$ cat config.mk
export PLATFORM = sky130hd
export DESIGN_NAME = mem_responder_flat
export DESIGN_NICKNAME = d
export VERILOG_FILES = /design/src/rtl/mem_pkg.sv /design/src/rtl/mem_responder_if.sv /design/src/rtl/mem_array_sp.sv /design/src/rtl/mem_responder.sv /design/src/flat_wrapper.sv
export SDC_FILE = /design/constraint.sdc
export NUM_CORES = 2
export LEC_CHECK = 0
export CAP_MARGIN = 20
export CORE_MARGIN = 2
export CORE_UTILIZATION = 50
export CTS_BUF_LIST = sky130_fd_sc_hd__clkbuf_4 sky130_fd_sc_hd__clkbuf_8 sky130_fd_sc_hd__clkbuf_16
export DETAILED_ROUTE_END_ITERATION = 8
export PLACE_DENSITY = 0.64
export RECOVER_POWER = 50
export SYNTH_ARGS = -nofsm -noshare
export SYNTH_HDL_FRONTEND = slang
export SYNTH_HIERARCHICAL = 1
export SYNTH_SLANG_ARGS = --single-unit
$ cat constraint.sdc
create_clock -name clk -period 5.1 [get_ports clk]
set_input_delay 1.02 -clock clk [delete_from_list [all_inputs] [get_ports clk]]
set_output_delay 1.02 -clock clk [all_outputs]
set_load 0.03 [all_outputs]
$ cat src/rtl/mem_pkg.sv
// mem_pkg: shared constants for the unified instruction/data memory responder.
package mem_pkg;

    // FSM state encoding
    localparam logic [1:0] IDLE = 2'd0;
    localparam logic [1:0] WAIT = 2'd1;
    localparam logic [1:0] RESP = 2'd2;

    // Wait-state counter width (WAIT_CYCLES up to 15)
    localparam int WAIT_W = 4;

    // Byte-offset bits below the word index
    localparam int WORD_OFF = 2;

    typedef enum logic [1:0] {
        ST_IDLE = IDLE,
        ST_WAIT = WAIT,
        ST_RESP = RESP
    } state_t;

endpackage

$ cat src/rtl/mem_responder_if.sv
// mem_if: request/response handshake between the multicycle controller and memory.
interface mem_if #(
    parameter int ADDR_W = 32,
    parameter int DATA_W = 32
);
    logic              req_valid;
    logic              req_write;
    logic [ADDR_W-1:0] req_addr;
    logic [DATA_W-1:0] req_wdata;
    logic              req_ready;
    logic              rsp_valid;
    logic [DATA_W-1:0] rsp_rdata;
    logic              rsp_err;

    modport master (
        output req_valid, req_write, req_addr, req_wdata,
        input  req_ready, rsp_valid, rsp_rdata, rsp_err
    );

    modport slave (
        input  req_valid, req_write, req_addr, req_wdata,
        output req_ready, rsp_valid, rsp_rdata, rsp_err
    );
endinterface

$ cat src/rtl/mem_array_sp.sv
// mem_array_sp: single-port synchronous word array with a registered read port.
// Contents are not reset; only the read register is.
module mem_array_sp #(
    parameter int DEPTH_WORDS = 64,
    parameter int DATA_W      = 32,
    parameter int IDX_W       = 6
) (
    input  logic              clk,
    input  logic              rst,
    input  logic              we,
    input  logic              re,
    input  logic [IDX_W-1:0]  idx,
    input  logic [DATA_W-1:0] wdata,
    output logic [DATA_W-1:0] rdata
);
    logic [DATA_W-1:0] mem [DEPTH_WORDS];

    // Storage write port
    always_ff @(posedge clk) begin
        if (we) mem[idx] <= wdata;
    end

    // Read register; holds its value between reads
    always_ff @(posedge clk or posedge rst) begin
        if (rst)     rdata <= '0;
        else if (re) rdata <= mem[idx];
    end
endmodule

$ cat src/rtl/mem_responder.sv
// mem_responder: memory slave for the multicycle controller. Accepts one request,
// waits WAIT_CYCLES states, then pulses rsp_valid for one cycle.
// Optional: `define MEM_MISALIGN_CHECK_EN to fail accesses with req_addr[1:0] != 0.
module mem_responder
    import mem_pkg::*;
#(
    parameter int ADDR_W      = 32,
    parameter int DATA_W      = 32,
    parameter int DEPTH_WORDS = 64,
    parameter int WAIT_CYCLES = 1
) (
    input logic  clk,
    input logic  rst,
    mem_if.slave bus
);
    localparam int IDX_W  = ADDR_W - WORD_OFF;
    localparam int AIDX_W = (DEPTH_WORDS > 1) ? $clog2(DEPTH_WORDS) : 1;
    localparam logic [WAIT_W-1:0] CNT_INIT =
        (WAIT_CYCLES > 0) ? WAIT_W'(WAIT_CYCLES - 1) : '0;

    state_t            state, state_nx;
    logic [WAIT_W-1:0] cnt;
    logic              lat_write;
    logic [ADDR_W-1:0] lat_addr;
    logic [DATA_W-1:0] lat_wdata;
    logic              accept, enter_resp;
    logic              acc_write, acc_err, acc_oor;
    logic [ADDR_W-1:0] acc_addr;
    logic [DATA_W-1:0] acc_wdata;
    logic              rd_zero, rsp_err_q;
    logic [DATA_W-1:0] arr_rdata;

    assign accept = bus.req_valid && (state == ST_IDLE);

    // FSM next state and handshake outputs
    always_comb begin
        state_nx      = state;
        bus.req_ready = 1'b0;
        bus.rsp_valid = 1'b0;
        case (state)
            ST_IDLE: begin
                bus.req_ready = 1'b1;
                if (bus.req_valid) state_nx = (WAIT_CYCLES > 0) ? ST_WAIT : ST_RESP;
            end
            ST_WAIT: if (cnt == '0) state_nx = ST_RESP;
            ST_RESP: begin
                bus.rsp_valid = 1'b1;
                state_nx      = ST_IDLE;
            end
            default: state_nx = ST_IDLE;
        endcase
    end

    // State register
    always_ff @(posedge clk or posedge rst) begin
        if (rst) state <= ST_IDLE;
        else     state <= state_nx;
    end

    // Wait-state counter, loaded on acceptance
    always_ff @(posedge clk or posedge rst) begin
        if (rst)                                cnt <= '0;
        else if (accept)                        cnt <= CNT_INIT;
        else if (state == ST_WAIT && cnt != '0) cnt <= cnt - 1'b1;
    end

    // Request latch; req_* is free to change once accepted
    always_ff @(posedge clk or posedge rst) begin
        if (rst) begin
            lat_write <= 1'b0;
            lat_addr  <= '0;
            lat_wdata <= '0;
        end else if (accept) begin
            lat_write <= bus.req_write;
            lat_addr  <= bus.req_addr;
            lat_wdata <= bus.req_wdata;
        end
    end

    // The access happens on the edge into RESP. With zero wait states that is the
    // acceptance edge itself, so the live request is used while still in IDLE.
    assign enter_resp = (state_nx == ST_RESP);
    assign acc_write  = (state == ST_IDLE) ? bus.req_write : lat_write;
    assign acc_addr   = (state == ST_IDLE) ? bus.req_addr  : lat_addr;
    assign acc_wdata  = (state == ST_IDLE) ? bus.req_wdata : lat_wdata;
    assign acc_oor    = acc_addr[ADDR_W-1:WORD_OFF] >= IDX_W'(DEPTH_WORDS);

`ifdef MEM_MISALIGN_CHECK_EN
    assign acc_err = acc_oor || (acc_addr[WORD_OFF-1:0] != '0);
`else
    logic unused_lo;
    assign unused_lo = ^acc_addr[WORD_OFF-1:0];
    assign acc_err   = acc_oor;
`endif

    mem_array_sp #(
        .DEPTH_WORDS (DEPTH_WORDS),
        .DATA_W      (DATA_W),
        .IDX_W       (AIDX_W)
    ) u_array (
        .clk   (clk),
        .rst   (rst),
        .we    (enter_resp && acc_write && !acc_err),
        .re    (enter_resp && !acc_write && !acc_err),
        .idx   (acc_addr[WORD_OFF +: AIDX_W]),
        .wdata (acc_wdata),
        .rdata (arr_rdata)
    );

    // Read-data mask (failed reads return zero) and error flag aligned with RESP
    always_ff @(posedge clk or posedge rst) begin
        if (rst) begin
            rd_zero   <= 1'b1;
            rsp_err_q <= 1'b0;
        end else begin
            if (enter_resp && !acc_write) rd_zero <= acc_err;
            rsp_err_q <= enter_resp && acc_err;
        end
    end

    assign bus.rsp_rdata = rd_zero ? '0 : arr_rdata;
    assign bus.rsp_err   = rsp_err_q;
endmodule

$ cat src/flat_wrapper.sv
// flat-port wrapper written by rule: the top's interface ports become plain ports
module mem_responder_flat import mem_pkg::*;
#(
    parameter int ADDR_W      = 32,
    parameter int DATA_W      = 32,
    parameter int DEPTH_WORDS = 64,
    parameter int WAIT_CYCLES = 1
)
  (clk, rst, bus_req_valid, bus_req_write, bus_req_addr, bus_req_wdata, bus_req_ready, bus_rsp_valid, bus_rsp_rdata, bus_rsp_err);
  mem_if #(.ADDR_W(ADDR_W), .DATA_W(DATA_W)) bus_i ();
  input logic clk;
  input logic rst;
  input wire logic [$bits(bus_i.req_valid)-1:0] bus_req_valid;
  input wire logic [$bits(bus_i.req_write)-1:0] bus_req_write;
  input wire logic [$bits(bus_i.req_addr)-1:0] bus_req_addr;
  input wire logic [$bits(bus_i.req_wdata)-1:0] bus_req_wdata;
  output wire logic [$bits(bus_i.req_ready)-1:0] bus_req_ready;
  output wire logic [$bits(bus_i.rsp_valid)-1:0] bus_rsp_valid;
  output wire logic [$bits(bus_i.rsp_rdata)-1:0] bus_rsp_rdata;
  output wire logic [$bits(bus_i.rsp_err)-1:0] bus_rsp_err;
  assign bus_i.req_valid = bus_req_valid;
  assign bus_i.req_write = bus_req_write;
  assign bus_i.req_addr = bus_req_addr;
  assign bus_i.req_wdata = bus_req_wdata;
  assign bus_req_ready = bus_i.req_ready;
  assign bus_rsp_valid = bus_i.rsp_valid;
  assign bus_rsp_rdata = bus_i.rsp_rdata;
  assign bus_rsp_err = bus_i.rsp_err;
  mem_responder #(.ADDR_W(ADDR_W), .DATA_W(DATA_W), .DEPTH_WORDS(DEPTH_WORDS), .WAIT_CYCLES(WAIT_CYCLES)) u_core (.clk(clk), .rst(rst), .bus(bus_i));
endmodule
==> results.py <==
metrics = {
    "outcome": {
        "status": "finished, violations left",
        "violations": "antenna rules, capacitance limit, slew limit",
    },
    "layout": {
        "nets": 5112,
        "drive_gt1_frac": 0.225,
        "nFillCells": 12000,
        "post-route-cell-area_um2": 97500,
        "instances_no_fill": 7426,
        "area_delta_synth_final_pct": 16.9,
        "post-route-util": 0.590,
    },
    "routing": {
        "dr.pass1.iters": 6,
        "wire_per_inst_um": 36.3,
        "via_per_inst": 6.67,
        "drt_wl_total_um": 269000,
        "drtIter0Drc": 8116,
        "drc": 0,
        "via_count": 49500,
        "drt.antenna.violating_nets": 1,
    },
    "floorplanning": {
        "rows": 149,
        "core_area_um2": 165000,
        "start_util": 0.505,
        "dieArea_um2": 170000,
        "io_pins": 103,
        "fp.dieW_um": 412,
        "die_h_um": 412,
    },
    "clock_network": {
        "cts_tree": "built",
        "cts.reportedPaths.clkPinSlew_ps": 60,
        "worstSkewPairLatency_ps": 870,
        "root_buffer": "clkbuf_16",
        "clockBufferDepth": 3,
        "post_cts_buffers": 0,
        "ctsHtreeMaxLevel": 4,
        "clock-sinks": 2151,
        "postCtsHoldBufs": 0,
        "cts_resized": 0,
        "numCtsBuffers": 208,
    },
    "power": {
        "peakVddDrop_mv": 0.308,
        "power_mw": 45.6,
        "p_leak_nw": 32.0,
        "p_per_area_nw_per_um2": 468,
    },
    "global_route": {
        "grt_use_total": 0.315,
        "grt_pass1_vias": 46500,
        "antenna_found_initial": 17,
        "grt_overflow": 0,
        "grt_pass1_wl_um": 371000,
        "grt_max_degree": 65,
    },
    "worst_setup_path": {
        "ff2ff_setup_slack_ps": 470,
        "worstPathArrival_ps": 4810,
        "r2r_end": "u_core/u_array/mem[59][26]",
        "cp_cell_sequence": "or2_0, inv_4, mux2_1, clkbuf_1",
        "cp.required_ps": 5280,
        "r2r_start": "u_core/state[0]",
        "path_class": "register to register",
        "worst_path_max_delay_cell": "clkbuf_1",
        "r2r_cells": 4,
        "path_max_fanout": 48,
        "crit_path_max_incr_delay_ps": 2190,
        "end_kind": "register",
        "start_kind": "register",
    },
    "placement": {
        "port_buffers": 100,
        "gp_congestion": 0.941,
        "hpwl_um": 167000,
        "placed_area_um2": 90800,
        "dp_slack_ps": 283,
        "dp.cells": 7018,
    },
    "synthesis": {
        "synth_edf_count": 2048,
        "synth_top_area_share": 0.737,
        "yosysUniqueCellTypes": 77,
        "ys_seq_area_frac": 0.768,
        "synth_area_leader_cell": "edfxtp_1",
        "synth_area_per_cell_um2": 18.2,
        "netlist_top_cells_area": "edfxtp_1 (74%), mux4_2 (4.2%), dfrtp_1 (3.1%), mux2i_1 (2.8%), mux2_2 (2.6%)",
        "async_reset_ff_frac": 0.0479,
        "synthCells": 4589,
        "syn-num-nets": 4658,
        "yosysWarningCount": 6,
        "synthMostInstantiatedCell": "edfxtp_1",
        "synth_common_cells": "edfxtp_1 (2048), nand2_1 (294), mux2i_1 (232)",
        "ys_ff_latch": 2151,
        "synth_area_um2": 83400,
        "synth_ff_type": "edfxtp_1",
    },
    "sta": {
        "worst_slack_ps": 468,
        "clock.fmax_mhz": 216,
        "worst_pin_slew_ps": 3190,
        "report.final.hold_viol_count": 0,
        "hold_ws_ps": 466,
        "drv_slew": 1333,
        "relSlewSlack": -1.13,
        "fin_crit_sh": 0.908,
        "fin_setup_tns_ps": 0,
        "clock_skew_ps": 51.6,
        "finalSetupViolations": 0,
        "rsz0062_at_grt": "false",
        "period_needed_ps": 4630,
    },
    "run": {
        "max_cap_violations": 37,
    },
    "worst_hold_path": {
        "whs_path_depth": 2,
        "hold_start": "u_core/lat_wdata[30]",
        "min_to": "u_core/lat_wdata[30]",
        "hp-class": "register to register",
    },
}
[state kept, by name, summed over array words and instances (netlist names)]
name                  count
u_core/lat_write          1
u_core/bus.rsp_err        1
u_core/cnt                4
u_core/lat_addr          30
u_core/state              2
u_core/lat_wdata         32
u_core/u_array/rdata     32
u_core/u_array/mem     2048
u_core/rd_zero            1
[cell families (layout without fill, tap and decap cells)]
group,after synthesis,in the layout,share of synthesized area
adder cells (fa/ha/maj),1,1,0.000150
AO/OA/AOI/OAI,902,902,0.0795
XOR/XNOR,2,2,0.000210
AND/OR/NAND/NOR,632,632,0.0332
multiplexers,588,588,0.0969
other,0,13,0
flip-flops,2151,2151,0.768
buffers and inverters,313,948,0.0219
[layout by cell type, fill, tap and decap left out, types with 122 or more instances in the layout]
cell type,synthesis,final
mux2_2,195,161
a21oi_1,122,122
a22oi_1,148,148
mux2i_1,232,232
a221oi_1,204,204
nand2_1,294,294
clkbuf_16,0,209
mux4_2,156,156
buf_4,42,291
edfxtp_1,2048,2048
[critical path, delay by kind of cell, from the launching register on]
kind	cells	cell delay, ps
flops	1	400
buf+inv	2	2430
simple gates	1	340
mux	1	700
[worst max-delay path by stage]
| stage | to | from | depth (start not counted) |
|---|---|---|---|
| 5_1_grt | u_core/u_array/mem[24][13] | u_core/state[0] | 5 |
| 3_3_place_gp | u_core/u_array/rdata[26] | bus_req_addr[3] | 9 |
| 3_5_place_dp | u_core/u_array/rdata[26] | bus_req_addr[3] | 9 |
| 4_1_cts | u_core/u_array/rdata[26] | u_core/state[0] | 9 |
| 6_report | u_core/u_array/mem[59][26] | u_core/state[0] | 4 |
| 2_1_floorplan | u_core/u_array/mem[10][0] | bus_req_addr[4] | 9 |
[layout make-up]
type / count / area (um^2) / share of cell area
clock inverters: 119 / 1190 / 0.0122
repair buffers: 548 / 5530 / 0.0567
well taps: 2189 / 2740 / 0.0281
inverters: 9 / 45.0 / 0.000462
multi-input cells: 2125 / 18100 / 0.186
clock buffers: 272 / 5800 / 0.0595
diodes: 13 / 32.5 / 0.000333
flip-flops and latches: 2151 / 64100 / 0.657
[metal layers]
| layer | up-vias | wire length (um) | global-route usage |
|---|---|---|---|
| li1 | 19600 | - | - |
| met2 | 3499 | 120000 | 0.468 |
| met3 | 599 | 35500 | 0.0863 |
| met4 | 4 | 15000 | 0.151 |
| met5 | - | 27 | 0 |
| met1 | 25800 | 99200 | 0.433 |
[where the power goes]
group,internal [mW],total [mW],switching [mW]
combinational,2.88,9.43,6.55
sequential,20.5,20.6,0.0700
clock,8.95,15.6,6.69
total,32.3,45.6,13.3
Power figures use the tool's default switching activity.
